`src/rtl/gigatron_pkg.sv`:
```
// Shared widths, types and the default reset vector for the Gigatron program counter.
package gigatron_pkg;

    localparam int unsigned PC_W     = 16;
    localparam int unsigned SLICE_W  = 4;
    localparam int unsigned N_SLICES = PC_W / SLICE_W;

    typedef logic [PC_W-1:0] pc_t;

    localparam pc_t RESET_VECTOR_DEFAULT = 16'h0000;

endpackage

```
`src/rtl/x74xx163.sv`:
```
// 4-bit synchronous counter modelled on the 74xx163: sync clear, sync parallel load,
// dual count enables, and a terminal count gated by CET only.
module x74xx163
    import gigatron_pkg::*;
#(
    parameter logic [SLICE_W-1:0] CLEAR_VALUE = '0
) (
    input  logic MR_N,
    input  logic CP,
    input  logic D0,
    input  logic D1,
    input  logic D2,
    input  logic D3,
    input  logic CEP,
    input  logic PE_N,
    input  logic CET,
    output logic Q0,
    output logic Q1,
    output logic Q2,
    output logic Q3,
    output logic TC
);

    logic [SLICE_W-1:0] r_q;

    always_ff @(posedge CP) begin
        if (!MR_N) begin
            r_q <= CLEAR_VALUE;
        end else if (!PE_N) begin
            r_q <= {D3, D2, D1, D0};
        end else if (CEP && CET) begin
            r_q <= r_q + 1'b1;
        end
    end

    assign {Q3, Q2, Q1, Q0} = r_q;
    // TC looks at the present count, so a slice being loaded still reports carry.
    assign TC = CET & (r_q == '1);

endmodule

```
`src/rtl/gigatron_pc.sv`:
```
// Gigatron 16-bit program counter: four 74xx163 slices cascaded through their TC outputs.
module gigatron_pc
    import gigatron_pkg::*;
#(
    parameter pc_t RESET_VECTOR = RESET_VECTOR_DEFAULT
) (
    input  logic        clock_50,
    input  logic        reset_n,
    input  logic        ce,
    input  logic        load_lo_n,
    input  logic        load_hi_n,
    input  logic [7:0]  d_lo,
    input  logic [7:0]  d_hi,
    output logic [15:0] pc,
    output logic        tc
);

    logic [N_SLICES-1:0] w_tc;
    logic [N_SLICES-1:0] w_cet;
    logic [N_SLICES-1:0] w_pe_n;
    pc_t                 w_d;
    pc_t                 w_q;

    assign w_d    = {d_hi, d_lo};
    assign w_cet  = {w_tc[N_SLICES-2:0], ce};
    assign w_pe_n = {load_hi_n, load_hi_n, load_lo_n, load_lo_n};

    for (genvar k = 0; k < N_SLICES; k++) begin : g_slice
        x74xx163 #(
            .CLEAR_VALUE(RESET_VECTOR[SLICE_W*k +: SLICE_W])
        ) u_slice (
            .MR_N (reset_n),
            .CP   (clock_50),
            .D0   (w_d[SLICE_W*k]),
            .D1   (w_d[SLICE_W*k+1]),
            .D2   (w_d[SLICE_W*k+2]),
            .D3   (w_d[SLICE_W*k+3]),
            .CEP  (ce),
            .PE_N (w_pe_n[k]),
            .CET  (w_cet[k]),
            .Q0   (w_q[SLICE_W*k]),
            .Q1   (w_q[SLICE_W*k+1]),
            .Q2   (w_q[SLICE_W*k+2]),
            .Q3   (w_q[SLICE_W*k+3]),
            .TC   (w_tc[k])
        );
    end

    assign pc = w_q;
    assign tc = w_tc[N_SLICES-1];

endmodule

```
`config.mk`:
```
export PLATFORM = sky130hd
export DESIGN_NAME = gigatron_pc
export DESIGN_NICKNAME = d
export VERILOG_FILES = /design/src/rtl/gigatron_pkg.sv /design/src/rtl/x74xx163.sv /design/src/rtl/gigatron_pc.sv
export SDC_FILE = /design/constraint.sdc
export NUM_CORES = 1
export LEC_CHECK = 0
export BUFFER_PORTS_ARGS = -buffer_cell sky130_fd_sc_hd__buf_2
export CAP_MARGIN = 20
export CELL_PAD_IN_SITES_DETAIL_PLACEMENT = 0
export CELL_PAD_IN_SITES_GLOBAL_PLACEMENT = 1
export CORE_ASPECT_RATIO = 1.5
export CORE_MARGIN = 1
export CORE_UTILIZATION = 31
export CTS_CLUSTER_DIAMETER = 40
export CTS_CLUSTER_SIZE = 16
export DETAILED_ROUTE_END_ITERATION = 8
export GPL_TIMING_DRIVEN = 0
export PLACE_DENSITY = 0.83
export SYNTH_ARGS = -nofsm -noshare
export SYNTH_HDL_FRONTEND = slang
export SYNTH_SLANG_ARGS = --single-unit
```
`constraint.sdc`:
```
create_clock -name clock_50 -period 1.6 [get_ports clock_50]
set_input_delay 0.08 -clock clock_50 [delete_from_list [all_inputs] [get_ports clock_50]]
set_output_delay 0.08 -clock clock_50 [all_outputs]
set_load 0.02 [all_outputs]
```
==> results_dict.tcl <==
set metrics [dict create \
    syn-num-nets 156 \
    stdcell_count 218 \
    cp_data_required_time_ns 1.76 \
    synth_ff_type "dfxtp_1" \
    cts_tree "yes" \
    antenna_cells 0 \
    power.internal_uw 720 \
    dp_hpwl_mm 1.94 \
    crit_top_cell "buf_6" \
    wl_per_cell_um 12.5 \
    clock_latency_ns 0.24 \
    die_w_um 49.7 \
    whs_path_depth 3 \
    die_h_um 73.5 \
    finalNetCount 205 \
    num_io_pins 38 \
    crit_buf_inv 2 \
    p_switching_uw 300 \
    post-place-ws_ns -0.233 \
    critical-path-top-delay-family "simple AND/OR/NAND/NOR gates" \
    largest_reg_flops 16 \
    worstHoldPathType "input port to flip-flop" \
    netlist_area_mm2 0.00106 \
    p_comb_share_pct 23.7 \
    gp_congestion 0.800 \
    syn-instance-count 131 \
    seq_area_frac_synth_pct 30.3 \
    ys_types 31 \
    hold_violations 0 \
    clockRootBuffer "clkbuf_8" \
    synth_seq_cells 16 \
    critical_path.cell_chain "ha_4 > nand4_4 > buf_6 > buf_6 > or3_4 > a311oi_2" \
    worst_slack_ns 0.0190 \
    synth_common_cells "buf_4 (16), dfxtp_1 (16), o21ai_0 (11)" \
    min_period_ns 1.58 \
    io_buffers 36 \
    path_class "flip-flop to flip-flop" \
    htreeDepth 1 \
    clk_pin_slew_ns 0.06 \
    drive_gt1_share_pct 44.4 \
    power_frac_clock_pct 29.9 \
    async_flop_share_pct 0 \
    grt_max_degree 11 \
    synth_edf_count 0 \
    maxSlewViolCount 0 \
    regMostFlops "g_slice.u_slice.r_q" \
    fin_skew_ns 0.00144 \
    dp.cells 207 \
    cp-end-kind "flip-flop" \
    overflow 0 \
    fp.coreArea_mm2 0.00319 \
    dr.pass1.iters 6 \
    grt_pass1_wl_mm 4.61 \
    ys.warnings.count 0 \
    slew_headroom_pct 70.4 \
    syn_to_final_growth_pct 41.3 \
    crit_path_max_incr_delay_ns 0.37 \
    setup_viol 0 \
    grt_pass1_vias 1069 \
    critPathMaxFanout 9 \
    ant_nets 0 \
    start_util_pct 33.1 \
    status "finished, final reports clean" \
    drtIter0Drc 14 \
    drv_cap 0 \
    r2r_slack_ns 0.02 \
    switching_share_pct 29.4 \
    crit_slowest_cell "dfxtp_4" \
    seqPwrFrac_pct 46.4 \
    p_per_area_mw_per_mm2 683 \
    rsz0062_at_grt "yes" \
    top_regs "g_slice.u_slice.r_q: 16 flops" \
    route.detailed.drc 0 \
    synth_top_cell_area_share_pct 30.3 \
    tightestPinTransition_ns 0.445 \
    vias 1125 \
    via_per_inst 5.16 \
    cp.arrival_ns 1.74 \
    critical_path.startpoint_type "flip-flop" \
    rr_worst_depth 6 \
    cts_buffer_depth 2 \
    postLayoutCoreUtil_pct 46.8 \
    finalCritPeriodShare_pct 98.8 \
    grtUsageTotal_pct 16.0 \
    die-area_mm2 0.00365 \
    synth_area_leader_cell "dfxtp_1" \
    rows 25 \
    synth_area_leaders "dfxtp_1 (30%), buf_4 (11%), o21ai_0 (5.2%)" \
    p_leak_uw 0.000634 \
    fmax_ghz 0.633 \
    wl_mm 2.73 \
    vdd_ir_drop_max_v 0.000458 \
    crit_cells 6 \
    avgSynthCellArea_um2 8.07 \
    cts_buffers 3 \
    cts_sinks 16 \
    antenna_found_initial 0 \
]
==> routing by layer <==
layer  track usage [%]  share of wire (%)  vias up
met5                 0                  0        -
met4              5.08               0.59        0
met3              2.48                5.7        4
met2              30.8                 52       42
met1              17.6                 41      517
li1                  -                  -      562
==> layout by cell type (no fill, tap or decap), types with 2 or more instances in the layout <==
| master | netlist | layout |
|---|---|---|
| o211ai_1 | 2 | 2 |
| xnor2_1 | 2 | 2 |
| nor2_1 | 9 | 9 |
| nand2_1 | 8 | 8 |
| nand4_1 | 4 | 4 |
| inv_1 | 5 | 5 |
| buf_4 | 16 | 24 |
| o21ai_0 | 11 | 11 |
| dfxtp_1 | 16 | 10 |
| nand3_1 | 7 | 6 |
| clkbuf_8 | 0 | 4 |
| xor2_1 | 2 | 2 |
| a211oi_1 | 5 | 5 |
| buf_6 | 1 | 2 |
| or4_1 | 4 | 4 |
| or3_1 | 5 | 4 |
| a31oi_1 | 5 | 5 |
| nor3_1 | 3 | 3 |
| buf_2 | 0 | 35 |
| ha_4 | 0 | 3 |
| nand3b_1 | 4 | 4 |
| clkbuf_1 | 6 | 5 |
| dfxtp_2 | 0 | 5 |
==> area by class of cell <==
| class | count | area [um^2] |
|---|---|---|
| repair buffers | 44 | 246 |
| flip-flops and latches | 16 | 330 |
| inverters | 5 | 18.8 |
| clock buffers | 3 | 41.3 |
| multi-input cells | 87 | 643 |
| fillers | 340 | 1700 |
| plain buffers | 23 | 164 |
| well taps | 40 | 50.0 |
==> cells by family after synthesis <==
logic type	share of synthesized area (%)
fa+ha+maj	4.73
compound gates	18.8
xor+xnor	3.31
simple gates	25.6
mux	0.947
buf+inv	16.3
flops	30.3
==> worst min-delay path: stages <==
cell,delay [ns]
buf_2,0.07
nand3b_1,0.07
o211ai_1,0.08
==> repair_timing <==
action / 4_1_cts / 5_1_grt
hold buffers: 0 / 0
setup endpoints to repair: 12 / 8
gates resized for setup: 18 / 4
buffers inserted: 6 / 2
pin swaps: 5 / 3
==> worst paths after layout <==
path | start | endpoint
max | g_slice[0].u_slice.r_q[1]$_SDFFE_PN0P_ | g_slice[1].u_slice.r_q[3]$_SDFFE_PN0P_
min reg2reg | g_slice[1].u_slice.r_q[1]$_SDFFE_PN0P_ | g_slice[1].u_slice.r_q[1]$_SDFFE_PN0P_
max reg2reg | g_slice[0].u_slice.r_q[1]$_SDFFE_PN0P_ | g_slice[1].u_slice.r_q[3]$_SDFFE_PN0P_
min | d_hi[4] | g_slice[3].u_slice.r_q[0]$_SDFFE_PN0P_
==> through the flow <==
stage / hold slack, ns / cell area [um^2] / setup TNS (ns) / total power [uW]
floorplan: 0.239 / 1070 / 0 / 617
global route: 0.109 / 1490 / -0.115 / 1080
finish: 0.0857 / 1490 / 0 / 1020
detailed placement: 0.339 / 1300 / -1.48 / 693
global placement: 0.328 / 1300 / -1.03 / 688
CTS: 0.0845 / 1460 / 0 / 1020
==> power by group through the flow <==
stage	registers, uW	logic (uW)	clock network [uW]
2_1_floorplan	463	154	0
3_3_place_gp	472	216	0
3_5_place_dp	473	220	0
4_1_cts	469	238	312
5_1_grt	478	269	331
6_report	474	242	305
No activity file was read; power rests on OpenSTA's default activity.
